$ cat src/rtl/id_ex_pipe.sv
// ID/EX pipeline stage: valid/ready handshake, 2-entry skid buffer, synchronous flush.
// Optional writeback snoop of held operands is enabled by defining ID_EX_WB_BYPASS_EN.
module id_ex_pipe #(
    parameter int unsigned DATA_W = 8,
    parameter int unsigned REG_AW = 3,
    parameter int unsigned IMM_W  = 3
) (
    input  logic              clk,
    input  logic              reset,
    input  logic              flush,
    input  logic              validIn,
    output logic              readyOut,
    input  logic              signExtendRegIn,
    input  logic              writeRegIn,
    input  logic [REG_AW-1:0] rs1In,
    input  logic [REG_AW-1:0] rs2In,
    input  logic [REG_AW-1:0] rdIn,
    input  logic [DATA_W-1:0] data1In,
    input  logic [DATA_W-1:0] data2In,
    input  logic [IMM_W-1:0]  unextendedIn,
    output logic              validOut,
    input  logic              readyIn,
    output logic              signExtendRegOut,
    output logic              writeRegOut,
    output logic [REG_AW-1:0] rs1Out,
    output logic [REG_AW-1:0] rs2Out,
    output logic [REG_AW-1:0] rdOut,
    output logic [DATA_W-1:0] data1Out,
    output logic [DATA_W-1:0] data2Out,
    output logic [IMM_W-1:0]  unextendedOut,
    input  logic              wbWriteIn,
    input  logic [REG_AW-1:0] wbRdIn,
    input  logic [DATA_W-1:0] wbDataIn
);

    typedef struct packed {
        logic              sign_ext;
        logic              write_reg;
        logic [REG_AW-1:0] rs1;
        logic [REG_AW-1:0] rs2;
        logic [REG_AW-1:0] rd;
        logic [DATA_W-1:0] data1;
        logic [DATA_W-1:0] data2;
        logic [IMM_W-1:0]  imm;
    } entry_t;

    entry_t out_q, skid_q;
    logic   out_valid_q, skid_valid_q;
    entry_t in_raw, in_p, out_p, skid_p;
    logic   acc, drn;

    always_comb begin
        in_raw           = '0;
        in_raw.sign_ext  = signExtendRegIn;
        in_raw.write_reg = writeRegIn;
        in_raw.rs1       = rs1In;
        in_raw.rs2       = rs2In;
        in_raw.rd        = rdIn;
        in_raw.data1     = data1In;
        in_raw.data2     = data2In;
        in_raw.imm       = unextendedIn;
    end

`ifdef ID_EX_WB_BYPASS_EN
    function automatic entry_t snoop(input entry_t e, input logic wr,
                                     input logic [REG_AW-1:0] wrd,
                                     input logic [DATA_W-1:0] wdata);
        entry_t r;
        r = e;
        // Register 0 is hardwired, so a write to it never forwards.
        if (wr && (wrd != '0)) begin
            if (wrd == e.rs1) r.data1 = wdata;
            if (wrd == e.rs2) r.data2 = wdata;
        end
        return r;
    endfunction

    always_comb begin
        in_p   = snoop(in_raw, wbWriteIn, wbRdIn, wbDataIn);
        out_p  = out_valid_q  ? snoop(out_q, wbWriteIn, wbRdIn, wbDataIn)  : out_q;
        skid_p = skid_valid_q ? snoop(skid_q, wbWriteIn, wbRdIn, wbDataIn) : skid_q;
    end
`else
    logic unused_wb;
    assign unused_wb = ^{wbWriteIn, wbRdIn, wbDataIn};

    always_comb begin
        in_p   = in_raw;
        out_p  = out_q;
        skid_p = skid_q;
    end
`endif

    assign readyOut = ~skid_valid_q;
    assign acc      = validIn & readyOut;
    assign drn      = out_valid_q & readyIn;

    always_ff @(posedge clk or posedge reset) begin
        if (reset) begin
            out_q        <= '0;
            skid_q       <= '0;
            out_valid_q  <= 1'b0;
            skid_valid_q <= 1'b0;
        end else if (flush) begin
            out_q        <= '0;
            skid_q       <= '0;
            out_valid_q  <= 1'b0;
            skid_valid_q <= 1'b0;
        end else if (!out_valid_q || drn) begin
            if (skid_valid_q) begin
                out_q        <= skid_p;
                out_valid_q  <= 1'b1;
                skid_valid_q <= acc;
                if (acc) skid_q <= in_p;
            end else begin
                out_valid_q <= acc;
                if (acc) out_q <= in_p;
            end
        end else begin
            // OUT is stalled: hold it and park any new entry in SKID.
            out_q <= out_p;
            if (acc) begin
                skid_q       <= in_p;
                skid_valid_q <= 1'b1;
            end else begin
                skid_q <= skid_p;
            end
        end
    end

    assign validOut         = out_valid_q;
    assign signExtendRegOut = out_q.sign_ext;
    assign writeRegOut      = out_q.write_reg;
    assign rs1Out           = out_q.rs1;
    assign rs2Out           = out_q.rs2;
    assign rdOut            = out_q.rd;
    assign data1Out         = out_q.data1;
    assign data2Out         = out_q.data2;
    assign unextendedOut    = out_q.imm;

endmodule

$ cat config.mk
export PLATFORM = sky130hd
export DESIGN_NAME = id_ex_pipe
export DESIGN_NICKNAME = d
export VERILOG_FILES = /design/src/rtl/id_ex_pipe.sv
export SDC_FILE = /design/constraint.sdc
export NUM_CORES = 1
export LEC_CHECK = 0
export ABC_AREA = 0
export BUFFER_PORTS_ARGS = -buffer_cell sky130_fd_sc_hd__buf_2
export CAP_MARGIN = 20
export CORE_ASPECT_RATIO = 1.25
export CORE_UTILIZATION = 50
export CTS_BUF_LIST = sky130_fd_sc_hd__clkbuf_8 sky130_fd_sc_hd__clkbuf_16
export CTS_CLUSTER_SIZE = 14
export DETAILED_ROUTE_END_ITERATION = 8
export GPL_TIMING_DRIVEN = 1
export MAX_ROUTING_LAYER = met4
export PLACE_DENSITY = 0.81
export SLEW_MARGIN = 5
export SYNTH_ARGS = -nofsm -noshare
export SYNTH_HDL_FRONTEND = slang
export SYNTH_SLANG_ARGS = --single-unit
$ cat constraint.sdc
create_clock -name clk -period 2.7 [get_ports clk]
set_clock_uncertainty 0.1 [all_clocks]
set_input_delay 0.27 -clock clk [delete_from_list [all_inputs] [get_ports clk]]
set_output_delay 0.27 -clock clk [all_outputs]
set_load 0.01 [all_outputs]
# Yosys cells after proc, flatten, opt, wreduce, memory -nomap -nowiden
# Index checks and enable logic that the tools add are counted.
# word_totals
input_bits	47
out_inout_bits	32
reg_bits	62
wordCells	43
# classes
eq_ne	1
bitwise	3
mux	15
n_reduce_logical	6
# ops
cell	n
$mux 30	8
$mux 1	7
$reduce_bool 3->1	2
$ne 3x3->1 const B	1
$and 1x1->1	2
$reduce_and 2->1	1
$reduce_bool 2->1	1
$logic_not 1->1	1
$logic_or 1x1->1	1
$not 1->1	1

# Logic depth before layout (Yosys ltp)
# logic_depth
word_depth	6
ltp_mapped	6
mapped_depth_nobuf	3

# Least setup slack after synthesis
# Ideal clock, no wire load.
# synth_timing
path_kind	register to register
startpoint	reg skid_valid_q
endpoint	reg out_q (netlist bit data1Out[0])
t_arrival_ns	1.249
path_buffers	3
setup_time_ns	0.088
synth_period_minus_slack_ns	1.437
slack_ns	1.263
stages_incl_launch_ff	7
t_required_ns	2.512
cell_sequence	dfrtp_1 -> buf_4 -> or2_1 -> clkbuf_1 -> and2_4 -> buf_6 -> a211oi_2
# synth_via
elab_chain_cells	4
elab_cells_between_ends	7
classes_between	mux: 3; bitwise: 2; reduce/logical: 2
# synth_rtl
item	line_no	source
start: declaration	48	logic out_valid_q, skid_valid_q;
start signal: assignment	103	skid_valid_q <= 1'b0;
start signal: assignment	108	skid_valid_q <= 1'b0;
start signal: assignment	113	skid_valid_q <= acc;
$not 1->1	94	assign readyOut = ~skid_valid_q;
$and 1x1->1	95	assign acc = validIn & readyOut;
$reduce_bool 3->1 (no source line)	-	
$reduce_and 2->1 (no source line)	-	
end signal: assignment	111	out_q <= skid_p;
end signal: assignment	117	if (acc) out_q <= in_p;
end signal: assignment	121	out_q <= out_p;
end: declaration	47	entry_t out_q, skid_q;
# Parallel ways exist; a longest one is shown, timed or not. The select of a mux whose other input is x is not followed.
# A chain may end at the register's enable or synchronous reset.

# Worst setup path after layout
# layout_timing
startpoint	reg skid_valid_q
endpoint	out readyOut
# layout_via
elab_chain_cells	1
# layout_rtl
item	line_no	source
$not 1->1	94	
end: declaration	12	output logic readyOut,
# Every way passes these cells.

==> metrics.cfg <==
[logic_synthesis]
ys_ff_latch = 62
synth-xor-area-share_pct = 0
synth_top_family_by_area = compound AO/OA/AOI/OAI gates
synth_area_per_cell_um2 = 10.6
synthCells = 280
syn_nets = 327
yosys.area_share.simple_pct = 9.42
netlist_area_mm2 = 0.00296
yosys_most_used_dff = dfrtp_1
synth_cell_types = 18
synth_compound_gate_area_share_pct = 23.0
async_flop_share_pct = 100
synth_mux_area_share_pct = 10.1
synth_fa_ha_area_share_pct = 0
ys_warn_count = 0
seq_area_frac_synth_pct = 52.4
synth_edf_count = 0

[route]
drtPass1Iterations = 6
wirelength_mm = 6.67
drt_iter0_markers = 195
wire_per_inst_um = 16.5
drc = 0
vias = 2349
antenna_left = 0
avgViaCountPerCell = 5.80

[sta]
tns_ns = 0
fmax_mhz = 505
setup_violations = 0
finalCritPeriodShare_pct = 73.4
rsz0062_at_grt = no
worst_pin_slew_ns = 0.779
maxSlewViolCount = 0
period_minus_slack_ns = 1.98
finalHoldViolCount = 0
slew_headroom_pct = 48.1

[worst_setup_path]
cp.required_ns = 2.33
cp-startpoint = skid_valid_q
cp_slowest_stage_delay_ns = 0.63
r2r-start = skid_valid_q
cp-end-kind = output pin
arrival_ns = 1.61
crit_path_max_fanout = 20
crit_chain = buf_4 > inv_1 > buf_2
slowest_stage = dfrtp_2
critPathLaunchType = flip-flop
path_class = flip-flop to output pin

[cts]
cts_buffer_depth = 2
insertion_delay_ns = 0.33
root_buffer = clkbuf_8
cts_tree = built
htreeDepth = 3
cts_buffers = 9
cts.clk_slew.worst_paths_ns = 0.06
cts_resized = 0
postCtsHoldBufs = 1
cts_sinks = 62
postCtsSetupRepairBufs = 0

[place]
gp_congestion = 0.735
place_area_mm2 = 0.00331
hpwl_mm = 4.17
io_buffers = 66

[power]
vdd_drop_max_uv = 329
powerDensity_mw_per_mm2 = 573
p_leak_nw = 1.52

[global_route]
grt_pass1_vias = 2299
grt_max_degree = 44
grt_pass1_wl_mm = 10.9
grtUsageTotal_pct = 23.7
gr-total-overflow = 0
antenna_found_initial = 0

[floorplan]
die_width_um = 70.9
ios = 79
num_rows = 31
core_area_mm2 = 0.00574
die_h_um = 88.1
initial_core_util_pct = 51.6
die_area_mm2 = 0.00624

[cells_and_area]
mostFrequentLayoutCell = buf_2
drive_gt1_share_pct = 35.4
nNetsFinal = 384
fillers = 490
layout_common_cells = 66 x buf_2, 61 x a21oi_1, 61 x dfrtp_1, 60 x nand2_1
fin_area_mm2 = 0.00348
syn2layout_area_growth_pct = 17.5
multi_input_area_mm2 = 0.00126
antennaDiodeCount = 0
seqCellArea_mm2 = 0.00155

[run]
maxCapViolCount = 0

[run_status]
status = finished clean

[hold_path]
hp-start = data2In[7]
hp-class = input port to flip-flop

-- cell usage after synthesis, types with 2 or more instances --
| master | number | area, um^2 |
|---|---|---|
| a211oi_2 | 30 | 375 |
| a21oi_1 | 61 | 305 |
| buf_2 | 10 | 50.1 |
| buf_6 | 3 | 33.8 |
| clkbuf_1 | 13 | 48.8 |
| dfrtp_1 | 62 | 1550 |
| inv_1 | 2 | 7.51 |
| mux2i_1 | 30 | 300 |
| nand2_1 | 60 | 225 |
-- metrics by stage --
stage | total power [mW] | instances | worst slack [ns] | utilization, % | hold slack (ns)
after global placement | 1.31 | 391 | 0.788 | 57.7 | 0.205
final | 1.99 | 405 | 0.718 | 60.7 | 0.0835
after floorplan | 1.21 | 280 | 0.789 | - | 0.301
after CTS | 2.01 | 405 | 0.713 | 60.7 | 0.0750
after detailed placement | 1.32 | 391 | 0.789 | 57.7 | 0.201
after global routing | 2.08 | 405 | 0.647 | 60.7 | 0.0779
-- flip-flops by register name, summed over array words and instances, names as in the netlist --
signal	count
rdOut	3
unextendedOut	3
rs1Out	3
rs2Out	3
signExtendRegOut	1
writeRegOut	1
data1Out	8
data2Out	8
validOut	1
skid_valid_q	1
skid_p	30
-- cell type report --
class	instances	area share, %
clock inverter	2	0.287
timing repair buffer	74	12.0
multi-input combinational	188	36.2
clock buffer	11	4.35
inverter	2	0.216
sequential	62	44.6
tap	66	2.37
-- metal layers --
| metal | GRT usage (%) | part of all wire, % | vias to the layer above |
|---|---|---|---|
| met5 | - | 0 | - |
| met4 | 9.09 | 1.3 | 0 |
| met3 | 5.64 | 3.8 | 9 |
| met2 | 38.2 | 51 | 61 |
| met1 | 29.1 | 44 | 1187 |
| li1 | - | - | 1092 |
-- worst paths after layout --
path,depth (start not counted),slack [ns],endpoint
min,3,0.08,skid_p[10]
max reg2reg,3,0.79,data1Out[1]
max,3,0.72,readyOut
max in group asynchronous,4,1.52,skid_valid_q
min in group asynchronous,3,0.40,rdOut[2]
min reg2reg,2,0.42,skid_p[27]
-- cells by family after synthesis --
group,count (synthesis)
AO/OA/AOI/OAI,91
AND/OR/NAND/NOR,67
flip-flops,62
multiplexers,30
buffers and inverters,30
-- worst max-delay path: cells and delay by family (launching register included) --
| family | cells | cell delay [ns] |
|---|---|---|
| buffers and inverters | 3 | 0.64 |
| DFF | 1 | 0.63 |
-- power breakdown --
group          internal (mW)  switching (mW)
combinational          0.118           0.179
clock                  0.364           0.326
sequential             0.977          0.0293
(Power assumes the default switching activity.)
